`config.mk`:
```
export PLATFORM = sky130hd
export DESIGN_NAME = flag_period_monitor
export DESIGN_NICKNAME = d
export VERILOG_FILES = /design/src/rtl/flag_period_monitor_pkg.sv /design/src/rtl/flag_gap_counter.sv /design/src/rtl/flag_period_monitor.sv
export SDC_FILE = /design/constraint.sdc
export NUM_CORES = 1
export LEC_CHECK = 0
export ABC_AREA = 1
export CAP_MARGIN = 20
export CORE_ASPECT_RATIO = 0.75
export CORE_MARGIN = 1
export CORE_UTILIZATION = 35
export DETAILED_ROUTE_END_ITERATION = 8
export PLACE_DENSITY = 0.62
export SLEW_MARGIN = 20
export SYNTH_ARGS = -nofsm -noshare
export SYNTH_HDL_FRONTEND = slang
export SYNTH_SLANG_ARGS = --single-unit
```
`constraint.sdc`:
```
create_clock -name sys_clk -period 1.9 [get_ports sys_clk]
set_input_delay 0.38 -clock sys_clk [delete_from_list [all_inputs] [get_ports sys_clk]]
set_output_delay 0.38 -clock sys_clk [all_outputs]
set_load 0.05 [all_outputs]
```
`src/rtl/flag_period_monitor_pkg.sv`:
```
// Shared types for the flag period monitor.
// Holds monitor states and lock counter width.
package flag_period_monitor_pkg;

    typedef enum logic [1:0] {
        IDLE = 2'd0,
        MEAS = 2'd1,
        LOCK = 2'd2
    } mon_state_t;

    localparam int GOOD_W = 4;

endpackage

```
`src/rtl/flag_gap_counter.sv`:
```
// Saturating sys_clk counter of cycles since the last flag.
// Cleared in IDLE so the first flag starts a fresh reference.
module flag_gap_counter
    import flag_period_monitor_pkg::*;
#(
    parameter int CNT_W = 8
) (
    input  logic             sys_clk,
    input  logic             sys_rst,
    input  logic             clk_flag,
    input  logic             active,
    output logic [CNT_W-1:0] gap,
    output logic             sat_next
);

    localparam logic [CNT_W-1:0] GAP_ONE = CNT_W'(1);
    localparam logic [CNT_W-1:0] GAP_MAX = '1;
    localparam logic [CNT_W-1:0] GAP_PRE = GAP_MAX - GAP_ONE;

    assign sat_next = (gap == GAP_PRE);

    // Restart at 1 on a flag, hold 0 while idle, else count to saturation
    always_ff @(posedge sys_clk or posedge sys_rst) begin
        if (sys_rst) begin
            gap <= '0;
        end else if (clk_flag) begin
            gap <= GAP_ONE;
        end else if (!active) begin
            gap <= '0;
        end else if (gap != GAP_MAX) begin
            gap <= gap + GAP_ONE;
        end
    end

endmodule

```
`src/rtl/flag_period_monitor.sv`:
```
// Measures clk_flag period, tracks lock to the expected ratio,
// and pulses err on lost lock and timeout on a missing flag.
module flag_period_monitor
    import flag_period_monitor_pkg::*;
#(
    parameter int CNT_W      = 8,
    parameter int EXP_PERIOD = 5,
    parameter int LOCK_CNT   = 4
) (
    input  logic             sys_clk,
    input  logic             sys_rst,
    input  logic             clk_flag,
    output logic [CNT_W-1:0] period,
    output logic             period_vld,
    output logic             locked,
    output logic             err,
    output logic             timeout
);

    localparam logic [CNT_W-1:0]  EXP_P  = CNT_W'(EXP_PERIOD);
    localparam logic [GOOD_W-1:0] LOCK_N = GOOD_W'(LOCK_CNT);
    localparam logic [GOOD_W-1:0] G_ONE  = GOOD_W'(1);

    mon_state_t        state;
    logic [GOOD_W-1:0] good;
    logic [GOOD_W-1:0] good_inc;
    logic [CNT_W-1:0]  gap;
    logic              sat_next;
    logic              active;
    logic              match;

    assign active   = (state != IDLE);
    assign match    = (gap == EXP_P);
    assign good_inc = good + G_ONE;

    flag_gap_counter #(
        .CNT_W    (CNT_W)
    ) u_gap (
        .sys_clk  (sys_clk),
        .sys_rst  (sys_rst),
        .clk_flag (clk_flag),
        .active   (active),
        .gap      (gap),
        .sat_next (sat_next)
    );

    // FSM, good-period counter and registered status pulses
    always_ff @(posedge sys_clk or posedge sys_rst) begin
        if (sys_rst) begin
            state      <= IDLE;
            good       <= '0;
            period     <= '0;
            period_vld <= 1'b0;
            locked     <= 1'b0;
            err        <= 1'b0;
            timeout    <= 1'b0;
        end else begin
            period_vld <= 1'b0;
            err        <= 1'b0;
            timeout    <= 1'b0;
            unique case (state)
                IDLE: begin
                    if (clk_flag) begin
                        state <= MEAS;
                    end
                end
                MEAS: begin
                    if (clk_flag) begin
                        period     <= gap;
                        period_vld <= 1'b1;
                        if (match) begin
                            good <= good_inc;
                            if (good_inc == LOCK_N) begin
                                state  <= LOCK;
                                locked <= 1'b1;
                            end
                        end else begin
                            good <= '0;
                        end
                    end else if (sat_next) begin
                        timeout <= 1'b1;
                        good    <= '0;
                        locked  <= 1'b0;
                        state   <= IDLE;
                    end
                end
                LOCK: begin
                    if (clk_flag) begin
                        period     <= gap;
                        period_vld <= 1'b1;
                        if (!match) begin
                            err    <= 1'b1;
                            locked <= 1'b0;
                            good   <= '0;
                            state  <= MEAS;
                        end
                    end else if (sat_next) begin
                        timeout <= 1'b1;
                        good    <= '0;
                        locked  <= 1'b0;
                        state   <= IDLE;
                    end
                end
                default: begin
                    state  <= IDLE;
                    good   <= '0;
                    locked <= 1'b0;
                end
            endcase
        end
    end

endmodule

```
==> results.md <==
* Status: finished, final reports clean
* Psw at just over 800 uW
* Register cell area after layout at between 600 and 700 um^2
* Setup repair after global routing missed its margin: false
* Clock tree from TritonCTS: done
* Total of fill cells in the finished design at 400
* Placed cell area at between 1500 and 2000 um^2
* Fraction of power consumed by sequential logic at between 30% and 40%
* Number of buffers added by the clock tree synthesis step at 3
* Part of the total power dissipated in combinational logic at 42.4%
* Achievable clock frequency at about 0.55 GHz
* Switching share of total power at roughly two fifths
* Post-synthesis cell type with the largest combined area: sky130_fd_sc_hd__dfrtp_1
* GR peak layer: met1
* Number of global-route vias before repair at 1118
* Routing usage on met2 at about a fifth
* Total Routing Usage GR at 15.05%
* Mapped Cells at roughly 180
* Number of setup buffers added after CTS at 0
* Share of flip-flops with an asynchronous set or reset after synthesis at 100.0%
* Critical path's top delay family: buffers and inverters
* Iter 0 DRT Violations at around 50
* Area share of the largest cell type after synthesis at approximately 45%
* Dominant synthesized flop cell: sky130_fd_sc_hd__dfrtp_1
* # clock sinks at 26
* Final estimated routing congestion in global placement at between 0.8 and 0.9
* Area added between synthesis and finish at 19.69%
* Number of buffers between clock root and the deepest sink at 2
* Ordered list of cells on the worst path: clkdlybuf4s50_1
* Synthesis Warnings at 0
* Detailed Route WL at between 2000 and 3000 um
* Leakage power at about 0.83 nW
* Setup slack of the most critical reg-to-reg path at 0.39 ns
* Number of antenna repair diodes at 0
* Iteration count of the initial detailed-routing pass at 4
* Detailed placer's ending HPWL at roughly 2200 um
* Core outline area at between 3000 and 4000 um^2
* Post-synth net total at 190
* Post-layout minimum cycle time at 1.813 ns
* Routed Antenna Nets at 0
* Layout Skew at 0.005208 ns
* Slowest stage cell on the critical path: sky130_fd_sc_hd__clkdlybuf4s50_1
* DR DRC count at 0
* Clock transition at the register clock pins on the worst setup and hold paths after CTS at around 0.09 ns
* Effective utilization at floorplan at between 30% and 40%
* Maximum number of pins on one net before global-route repair at 27
* Die Y at approximately 58 um
* Worst-Margin Slew at 0.4978 ns
* P_int at roughly 1.2 mW
* Top-count cell post-synth: sky130_fd_sc_hd__nand2_1
* GRT met1 Usage at between 20% and 30%
* Clk Latency, worst-skew pair at approximately 0.27 ns
* Area occupied by multi-input gates at 700.7 um^2
* Data arrival time of the critical path at 1.43 ns
* Net count of the finished layout at 210
* Path type of the worst setup path: flip-flop to output pin
* Part of the power in the clock network at 23.0%
* Resize count post-CTS at 0
* Setup_tns at 0 ns
* Class of the worst hold path: input pin to async pin
* FF-to-FF path depth at 9
* Flop and latch count out of synthesis at 26
* Average detailed-routed wire length per instance at 11.43 um
* Number of placement rows at 19
* Cell chosen for the clock root: sky130_fd_sc_hd__clkbuf_8
* Largest cells by area after synthesis: sky130_fd_sc_hd__dfrtp_1, sky130_fd_sc_hd__nand2_1, sky130_fd_sc_hd__ha_1
* Average cell area after synthesis at around 8.2 um^2
* Total overflow reported by the global router at 0
* Layout cells sized above 1 at between 10% and 20%
* Peak supply drop at roughly 0.44 mV
* Crit Reg-Reg Endpoint: good[2]
* Cell area power density at between 1000 and 1500 nW/um^2
* Buffering stage count on the worst path with inverters included at 1
* Port bufs at 14
* Number of vias after detailed routing at between 1000 and 1500
* Number of failing hold endpoints at the final stage at 0
* First-pass GRT wire length at ~5200 um
* H-tree lvl count at 1
* Maxcap violations at 0
* Die Wd at about 77 um
* I/O pin count at 15
* Final setup fails at 0
* Critical path capture point type: output pin
* Critical Path Fanout Max at 2
* Most instantiated cells after synthesis: sky130_fd_sc_hd__nand2_1, sky130_fd_sc_hd__dfrtp_1, sky130_fd_sc_hd__inv_1
* Global routing usage on met3 at about 3.0%
* Post-route cell area at around 1700 um^2
* Max Transition Viols Final at 0
* Max_slew headroom at 66.71%
* Hold-fix buffer count after cts at 0
* Yosys cell types at 26
* Part of the Yosys area used for sequential elements at between 40 and 50%
* EDFF count, synth at 0
* Final worst-path cycle share at 95.44%
* Total die area at about 4400 um^2
* Number of antenna violations at the first check in global routing at 0
* Worst flop-to-flop path startpoint: u_gap.gap[1]
* Startpoint Class: flip-flop
* Post-synthesis instance area at 1461 um^2
* Via count normalized by instance count at ~4.7
* Critical Path Max Stage Delay at slightly above 0.8 ns
* CP required at around 1.5 ns
-- layer usage --
metal	up-vias	share of wire, %
met1	529	56
met5	-	0
met2	27	40
li1	610	-
met4	0	0
met3	0	4.4
-- cell type report --
type                            count  share of cell area (%)
Tap cell                           52                   3.720
Sequential cell                    26                   37.20
Timing Repair Buffer               17                   9.156
Multi-Input combinational cell    124                   40.06
Clock buffer                        3                   2.361
Clock inverter                      1                   1.717
Inverter                           27                   5.794
-- layout by cell type, fill, tap and decap left out --
cell type	synthesis	routed
sky130_fd_sc_hd__bufinv_16	0	1
sky130_fd_sc_hd__a21oi_2	1	1
sky130_fd_sc_hd__inv_1	24	24
sky130_fd_sc_hd__o21ai_2	2	2
sky130_fd_sc_hd__nor3_1	7	7
sky130_fd_sc_hd__nand2_2	4	4
sky130_fd_sc_hd__nand4_1	2	2
sky130_fd_sc_hd__nor2_4	1	1
sky130_fd_sc_hd__clkbuf_8	0	3
sky130_fd_sc_hd__inv_2	3	3
sky130_fd_sc_hd__nor2_1	11	11
sky130_fd_sc_hd__a21oi_1	2	2
sky130_fd_sc_hd__clkdlybuf4s50_1	0	13
sky130_fd_sc_hd__a31oi_1	3	3
sky130_fd_sc_hd__or2_2	1	1
sky130_fd_sc_hd__nand3_4	1	1
sky130_fd_sc_hd__dfrtp_1	26	26
sky130_fd_sc_hd__o21ai_0	13	13
sky130_fd_sc_hd__nand2_4	3	3
sky130_fd_sc_hd__xnor2_1	1	1
sky130_fd_sc_hd__nand3_1	13	13
sky130_fd_sc_hd__buf_4	0	4
sky130_fd_sc_hd__nor2_2	3	3
sky130_fd_sc_hd__nand3_2	2	2
sky130_fd_sc_hd__nand2_1	39	39
sky130_fd_sc_hd__o21ai_1	6	6
sky130_fd_sc_hd__ha_1	8	8
sky130_fd_sc_hd__xor2_1	1	1
-- kinds of logic (layout without fill, tap and decap cells) --
family,count (synthesis),count (layout),share of synthesized area (%)
AOI/OAI and AO/OA,27,27,10.27
xor gates and xnor gates,2,2,1.199
adders and majority gates,8,8,6.850
buffers and inverters,29,48,7.534
DFF,26,26,44.52
and+or+nand+nor,87,87,29.62
-- per-stage QoR --
stage          power (mW)  hold slack [ns]  instances  setup slack, ns  utilization [%]
2_1_floorplan       1.320           0.4200        179           0.4941                -
3_3_place_gp        1.555           0.4691        246          0.06231            43.84
3_5_place_dp        1.554           0.4760        246          0.03881            43.84
4_1_cts             2.019           0.4846        250          0.07310            45.70
5_1_grt             2.156           0.4982        250          0.02917            45.70
6_report            1.997           0.4638        250          0.08663            45.70
-- worst max path at each step --
stage / start / to / slack (ns) / cells after the start
3_3_place_gp: clk_flag / good[0] / 0.06 / 5
2_1_floorplan: state[0] / period[0] / 0.49 / 5
5_1_grt: period[1] / period[1] / 0.03 / 1
6_report: period[4] / period[4] / 0.09 / 1
3_5_place_dp: clk_flag / good[0] / 0.04 / 5
4_1_cts: period[4] / period[4] / 0.07 / 1
-- sequential cells by signal, indices dropped and copies added (netlist names) --
signal      cells
locked          1
err             1
state           2
period_vld      1
good            4
timeout         1
u_gap.gap       8
period          8
-- power by group through the flow --
| stage | Sequential [mW] | Clock (mW) | Combinational [mW] |
|---|---|---|---|
| final | 0.692 | 0.459 | 0.846 |
| after CTS | 0.693 | 0.473 | 0.854 |
| after floorplan | 0.840 | 0 | 0.479 |
| after global routing | 0.703 | 0.501 | 0.952 |
| after global placement | 0.702 | 0 | 0.853 |
| after detailed placement | 0.704 | 0 | 0.850 |
Power figures use the tool's default switching activity.
